==> config.mk <==
export PLATFORM = sky130hd
export DESIGN_NAME = alu_issue_queue
export DESIGN_NICKNAME = d
export VERILOG_FILES = /design/src/rtl/alu_pkg.sv /design/src/rtl/sync_fifo.sv /design/src/rtl/alu_issue_queue.sv
export SDC_FILE = /design/constraint.sdc
export NUM_CORES = 1
export LEC_CHECK = 0
export BUFFER_PORTS_ARGS = -buffer_cell sky130_fd_sc_hd__clkbuf_2
export CAP_MARGIN = 25
export CELL_PAD_IN_SITES_DETAIL_PLACEMENT = 1
export CELL_PAD_IN_SITES_GLOBAL_PLACEMENT = 1
export CORE_ASPECT_RATIO = 0.5
export CORE_MARGIN = 4
export CORE_UTILIZATION = 24
export CTS_BUF_LIST = sky130_fd_sc_hd__clkbuf_4 sky130_fd_sc_hd__clkbuf_8
export DETAILED_ROUTE_END_ITERATION = 12
export PLACE_DENSITY = 0.46
export SLEW_MARGIN = 0
export SYNTH_ARGS = -nofsm -noshare
export SYNTH_HDL_FRONTEND = slang
export SYNTH_SLANG_ARGS = --single-unit
==> constraint.sdc <==
create_clock -name clk -period 3.2 [get_ports clk]
set_input_delay 0.48 -clock clk [delete_from_list [all_inputs] [get_ports clk]]
set_output_delay 0.48 -clock clk [all_outputs]
set_load 0.02 [all_outputs]
==> src/rtl/alu_pkg.sv <==
// Shared constants for the ALU issue queue: opcodes, default width
// and the bit positions inside the packed result flags.
package alu_pkg;

    localparam int ALU_WIDTH = 16;

    localparam logic [3:0] OP_ADD  = 4'd0;
    localparam logic [3:0] OP_SUB  = 4'd1;
    localparam logic [3:0] OP_AND  = 4'd2;
    localparam logic [3:0] OP_OR   = 4'd3;
    localparam logic [3:0] OP_SLL  = 4'd4;
    localparam logic [3:0] OP_MIN  = 4'd5;
    localparam logic [3:0] OP_SLT  = 4'd6;
    localparam logic [3:0] OP_SLTU = 4'd7;

    localparam int FLAG_CARRY = 0;
    localparam int FLAG_ZERO  = 1;
    localparam int FLAG_OVF   = 2;
    localparam int FLAG_SIGN  = 3;

    // Opcodes 8-15 have no ALU meaning; the top bit alone identifies them.
    function automatic logic op_illegal(input logic [3:0] op);
        return op[3];
    endfunction

endpackage

==> src/rtl/sync_fifo.sv <==
// Single-clock FIFO with registered storage; the head entry is read
// straight out of the storage array so consumers see a registered value.
module sync_fifo #(
    parameter int WIDTH_DATA = 8,
    parameter int DEPTH      = 4
) (
    input  logic                  clk,
    input  logic                  rst,
    input  logic                  push,
    input  logic                  pop,
    input  logic [WIDTH_DATA-1:0] wdata,
    output logic [WIDTH_DATA-1:0] rdata,
    output logic                  full,
    output logic                  empty
);

    localparam int AW = $clog2(DEPTH);
    localparam logic [AW:0] FULL_CNT = (AW + 1)'(DEPTH);

    logic [WIDTH_DATA-1:0] mem [DEPTH];
    logic [AW-1:0]         wr_ptr;
    logic [AW-1:0]         rd_ptr;
    logic [AW:0]           count;
    logic                  do_push;
    logic                  do_pop;

    assign full    = (count == FULL_CNT);
    assign empty   = (count == '0);
    assign do_push = push && !full;
    assign do_pop  = pop && !empty;
    assign rdata   = mem[rd_ptr];

    // Power-of-two depth lets the pointers wrap by plain overflow.
    always_ff @(posedge clk) begin
        if (rst) begin
            wr_ptr <= '0;
            rd_ptr <= '0;
            count  <= '0;
        end else begin
            if (do_push) begin
                wr_ptr <= wr_ptr + 1'b1;
            end
            if (do_pop) begin
                rd_ptr <= rd_ptr + 1'b1;
            end
            case ({do_push, do_pop})
                2'b10:   count <= count + 1'b1;
                2'b01:   count <= count - 1'b1;
                default: count <= count;
            endcase
        end
    end

    always_ff @(posedge clk) begin
        if (do_push) begin
            mem[wr_ptr] <= wdata;
        end
    end

endmodule

==> src/rtl/alu_issue_queue.sv <==
// Buffers ALU commands, presents the oldest one to an external ALU and
// registers its result for a valid/ready consumer.
module alu_issue_queue
    import alu_pkg::*;
#(
    parameter int WIDTH = ALU_WIDTH,
    parameter int DEPTH = 4
) (
    input  logic             clk,
    input  logic             rst,
    input  logic             in_valid,
    output logic             in_ready,
    input  logic [3:0]       in_opcode,
    input  logic [WIDTH-1:0] in_a,
    input  logic [WIDTH-1:0] in_b,
    input  logic [4:0]       in_shamt,
    output logic [3:0]       alu_opcode,
    output logic [WIDTH-1:0] alu_input1,
    output logic [WIDTH-1:0] alu_input2,
    output logic [4:0]       alu_shiftValue,
    input  logic [WIDTH-1:0] alu_result,
    input  logic             alu_carry,
    input  logic             alu_zero,
    input  logic             alu_overflow,
    input  logic             alu_sign,
    output logic             out_valid,
    input  logic             out_ready,
    output logic [WIDTH-1:0] out_result,
    output logic [3:0]       out_flags,
    output logic             out_illegal
);

    localparam int CMD_W = 4 + 2 * WIDTH + 5;

    logic [CMD_W-1:0] push_data;
    logic [CMD_W-1:0] head;
    logic             full;
    logic             empty;
    logic             push;
    logic             pop;

    logic [3:0]       head_op;
    logic [WIDTH-1:0] head_a;
    logic [WIDTH-1:0] head_b;
    logic [4:0]       head_sh;

    logic             cap_illegal;
    logic [WIDTH-1:0] cap_result;
    logic [3:0]       cap_flags;

    assign push_data = {in_opcode, in_a, in_b, in_shamt};
    assign {head_op, head_a, head_b, head_sh} = head;

    assign in_ready = !full;
    assign push     = in_valid && !full;
    assign pop      = !empty && (!out_valid || out_ready);

    sync_fifo #(
        .WIDTH_DATA (CMD_W),
        .DEPTH      (DEPTH)
    ) u_fifo (
        .clk   (clk),
        .rst   (rst),
        .push  (push),
        .pop   (pop),
        .wdata (push_data),
        .rdata (head),
        .full  (full),
        .empty (empty)
    );

    // Stale storage contents must not reach the ALU once the queue drains.
    always_comb begin
        alu_opcode     = '0;
        alu_input1     = '0;
        alu_input2     = '0;
        alu_shiftValue = '0;
        if (!empty) begin
            alu_opcode     = head_op;
            alu_input1     = head_a;
            alu_input2     = head_b;
            alu_shiftValue = head_sh;
        end
    end

    always_comb begin
        cap_illegal = op_illegal(head_op);
        cap_result  = '0;
        cap_flags   = '0;
        if (cap_illegal) begin
            cap_flags[FLAG_ZERO] = 1'b1;
        end else begin
            cap_result            = alu_result;
            cap_flags[FLAG_CARRY] = alu_carry;
            cap_flags[FLAG_ZERO]  = alu_zero;
            cap_flags[FLAG_OVF]   = alu_overflow;
            cap_flags[FLAG_SIGN]  = alu_sign;
        end
    end

    always_ff @(posedge clk) begin
        if (rst) begin
            out_valid   <= 1'b0;
            out_result  <= '0;
            out_flags   <= '0;
            out_illegal <= 1'b0;
        end else if (pop) begin
            out_valid   <= 1'b1;
            out_result  <= cap_result;
            out_flags   <= cap_flags;
            out_illegal <= cap_illegal;
        end else if (out_ready) begin
            out_valid   <= 1'b0;
        end
    end

endmodule

==> flow_metrics.env <==
export IMPL_skew_ns=0.00998
export IMPL_total_leakage_power_nw=3.15
export IMPL_postSynthAreaPerCell_um2=18.2
export IMPL_clock_sinks=195
export IMPL_number_of_warnings_reported_in_the_yosys_synthesis_log=0
export IMPL_antenna_violations_before_repair=0
export IMPL_wirelength_mm=17.7
export IMPL_asyncSetResetFlopFracSynth_pct=0
export IMPL_cpLargestDelayFamily="multiplexers"
export IMPL_synth_edff_count=164
export IMPL_cts_setup_buffers=0
export IMPL_multi_input_area_mm2=0.00189
export IMPL_clock_insertion_delay_worst_skew_ns=0.48
export IMPL_global_route_wire_length_before_repair_mm=27.1
export IMPL_slew_limit_headroom_pct=45.9
export IMPL_crit_path_end_kind="output port"
export IMPL_cts_made_buffers=17
export IMPL_cpPeakStageDelay_ns=0.58
export IMPL_post_synth_top_area_fraction_pct=65.1
export IMPL_cp_max_fo=28
export IMPL_holdPathStages=1
export IMPL_detailroute_via_count=4124
export IMPL_clk_path_buf_depth=2
export IMPL_cts_reportedPaths_clkPinSlew_ns=0.10
export IMPL_nNetsFinal=613
export IMPL_drt_first_pass_iters=5
export IMPL_rsz0062_at_grt="false"
export IMPL_antenna_left=0
export IMPL_dr_first_iter_drc_count=254
export IMPL_globalRoute_totalOverflow=0
export IMPL_synth_largest_area_cell="sky130_fd_sc_hd__edfxtp_1"
export IMPL_post_route_cells_drive_above_1_share_pct=39.9
export IMPL_postCtsResizedCells=0
export IMPL_globalRouteMet1Util_pct=12.7
export IMPL_die_y_um=134
export IMPL_timing_critical_path_slowest_stage_cell="sky130_fd_sc_hd__mux4_2"
export IMPL_synth_area_leaders="sky130_fd_sc_hd__edfxtp_1, sky130_fd_sc_hd__mux4_2, sky130_fd_sc_hd__dfxtp_1, sky130_fd_sc_hd__and2_1, sky130_fd_sc_hd__or4b_1"
export IMPL_slew_worst_pin_ns=0.812
export IMPL_layoutNonFillerInstCount=977
export IMPL_min_period_ns=2.76
export IMPL_synth_net_count=487
export IMPL_timing_reg2reg_setup_slack_ns=0.73
export IMPL_outcome="finished, final reports clean"
export IMPL_timing_critical_path_required_ns=2.72
export IMPL_power_per_cell_area_mw_per_mm2=843
export IMPL_post_place_ws_ns=0.735
export IMPL_place_detailed_hpwl_mm=10.8
export IMPL_mapped_cells=416
export IMPL_via_count_of_the_first_global_routing_pass=4451
export IMPL_die_width_um=259
export IMPL_yosys_most_used_dff="sky130_fd_sc_hd__edfxtp_1"
export IMPL_holdBufCountCts=0
export IMPL_rows=45
export IMPL_routed_wire_length_per_instance_um=18.1
export IMPL_postSynthRegisterBits=195
export IMPL_irDropWorstVdd_mv=0.356
export IMPL_cts_root_buffer="sky130_fd_sc_hd__clkbuf_8"
export IMPL_areaGrowthSynthToFinish_pct=21.4
export IMPL_design_die_area_mm2=0.0346
export IMPL_synthDistinctLibCells=31
export IMPL_finalHoldViolations=0
export IMPL_synth_seq_area_share_pct=73.3
export IMPL_setup_tns_final_ns=0
export IMPL_min_period_over_period_pct=86.3
export IMPL_initial_core_utilization_pct=24.7
export IMPL_final_max_slew_viol_count=0
export IMPL_cts_htree_levels=4
export IMPL_cts_tree="yes"
export IMPL_place_gp_congestion=0.648
export IMPL_largest_net_degree_at_the_start_of_global_routing=45
export IMPL_max_cap_viols=0
export IMPL_busiest_layer="met2"
export IMPL_worst_r2r_startpoint="u_fifo.count[2]"
export IMPL_holdPathEnd="u_fifo.mem[3][27]"
export IMPL_critical_path_reg2reg_endpoint="u_fifo.count[2]"
export IMPL_diodes=0
export IMPL_portBuffers=128
export IMPL_route_detailed_vias_per_inst=4.22
export IMPL_grt_met2_usage_pct=18.4
export IMPL_crit_buf_inv=2
export IMPL_path_cells="buf_12 -> mux4_2 -> and2_1 -> clkbuf_2"
export IMPL_top_level_ports=129
export IMPL_remaining_drc_errors=0
export IMPL_hp_start="in_a[6]"
export IMPL_met3_track_usage_gr_pct=2.87
export IMPL_coreArea_mm2=0.0307
export IMPL_finalSetupViolations=0
export IMPL_category_of_the_critical_setup_timing_path="register to output port"
export IMPL_dp_cells=946
export IMPL_crit_path_start_kind="register"
export IMPL_synth_cell_area_mm2=0.00757
export IMPL_layout_fillers=3196
export IMPL_max_freq_mhz=362
export IMPL_holdCritPathClass="input pin to register"
export IMPL_worstRegToRegCells=8
export IMPL_final_critical_path_setup_slack_ns=0.440
export IMPL_final_seq_area_mm2=0.00555
export IMPL_grtUsageTotal_pct=10.5
export IMPL_arrival_ns=2.28
## synthesized netlist by cell type, drive strengths merged (2+ instances only)
library cell,count
or3,3
ha,5
and2,41
and3,4
a21oi,28
nor3,2
xor2,2
buf,10
o21ai,22
nand3,3
or4b,19
a21o,2
mux4,41
nor2,5
clkbuf,20
dfxtp,31
inv,6
edfxtp,164
## kinds of logic (layout without fill, tap and decap cells)
| logic type | Yosys count | after routing | synth area share [%] |
|---|---|---|---|
| adders and majority gates | 6 | 6 | 1.09 |
| xor gates and xnor gates | 2 | 2 | 0.232 |
| buffers and inverters | 36 | 174 | 1.90 |
| DFF | 195 | 195 | 73.3 |
| AOI/OAI and AO/OA | 54 | 54 | 3.74 |
| muxes | 41 | 41 | 12.2 |
| and+or+nand+nor | 82 | 82 | 7.54 |
## sequential cells by signal (all words and copies together) (netlist names), named ones only
signal and flops:
u_fifo.mem 164, out_result 16, out_flags 4, u_fifo.count 3
u_fifo.rd_ptr 2, u_fifo.wr_ptr 2, out_illegal 1, out_valid 1
## layout by cell type (no fill, tap or decap), types with 2 or more instances in the layout
cell                          n
sky130_fd_sc_hd__buf_4        6
sky130_fd_sc_hd__bufinv_16    4
sky130_fd_sc_hd__mux4_2      41
sky130_fd_sc_hd__o21ai_0     20
sky130_fd_sc_hd__dfxtp_1     29
sky130_fd_sc_hd__a21oi_1     28
sky130_fd_sc_hd__o21ai_1      2
sky130_fd_sc_hd__buf_12       3
sky130_fd_sc_hd__nand3_1      3
sky130_fd_sc_hd__inv_6        5
sky130_fd_sc_hd__edfxtp_1   164
sky130_fd_sc_hd__nor2_1       5
sky130_fd_sc_hd__ha_1         5
sky130_fd_sc_hd__and3_2       4
sky130_fd_sc_hd__and2_1      41
sky130_fd_sc_hd__or3_1        2
sky130_fd_sc_hd__a21o_1       2
sky130_fd_sc_hd__clkbuf_2   128
sky130_fd_sc_hd__or4b_1      17
sky130_fd_sc_hd__inv_1        6
sky130_fd_sc_hd__clkbuf_8    17
sky130_fd_sc_hd__or4b_2       2
sky130_fd_sc_hd__xor2_1       2
sky130_fd_sc_hd__inv_8        2
## final cells by class
type | instances | share of cell area, %
Clock buffer | 17 | 2.55
Clock inverter | 14 | 2.33
Inverter | 6 | 0.245
Multi-Input combinational cell | 185 | 20.6
Sequential cell | 195 | 60.4
Tap cell | 423 | 5.76
Timing Repair Buffer | 137 | 8.12
## report_power, final
group	total, mW	internal [mW]	leakage [nW]	switching (mW)
Clock	1.80	0.874	0.222	0.931
Combinational	2.69	1.07	1.17	1.62
Sequential	3.25	3.07	1.76	0.177
Total	7.74	5.02	3.15	2.72
## metrics by stage
stage	utilization, %	area, um^2	hold slack (ns)	power, mW
after detailed placement	28.5	8740	0.468	6.11
after CTS	29.9	9190	0.157	7.96
after floorplan	-	7570	0.486	5.11
after global placement	28.5	8740	0.461	6.09
final	29.9	9190	0.213	7.74
after global routing	29.9	9190	0.159	8.25
## metal layers
metal  part of all wire (%)  routed length (um)  vias to the layer above
met2                     51                9130                       61
met1                     44                7750                     2159
met3                    3.7                 662                       13
li1                       -                   -                     1891
met4                    1.1                 196                        0
met5                      0                   0                        -
## worst max-delay path by stage
stage	endpoint	slack (ns)	cells after the start
4_1_cts	alu_input1[13]	0.31	4
3_5_place_dp	u_fifo.count[2]	0.74	8
6_report	alu_input1[13]	0.44	4
5_1_grt	alu_input1[10]	0.26	4
2_1_floorplan	u_fifo.count[2]	0.76	9
3_3_place_gp	u_fifo.count[2]	0.79	8
Note: power is estimated with default switching activity, not from simulation.
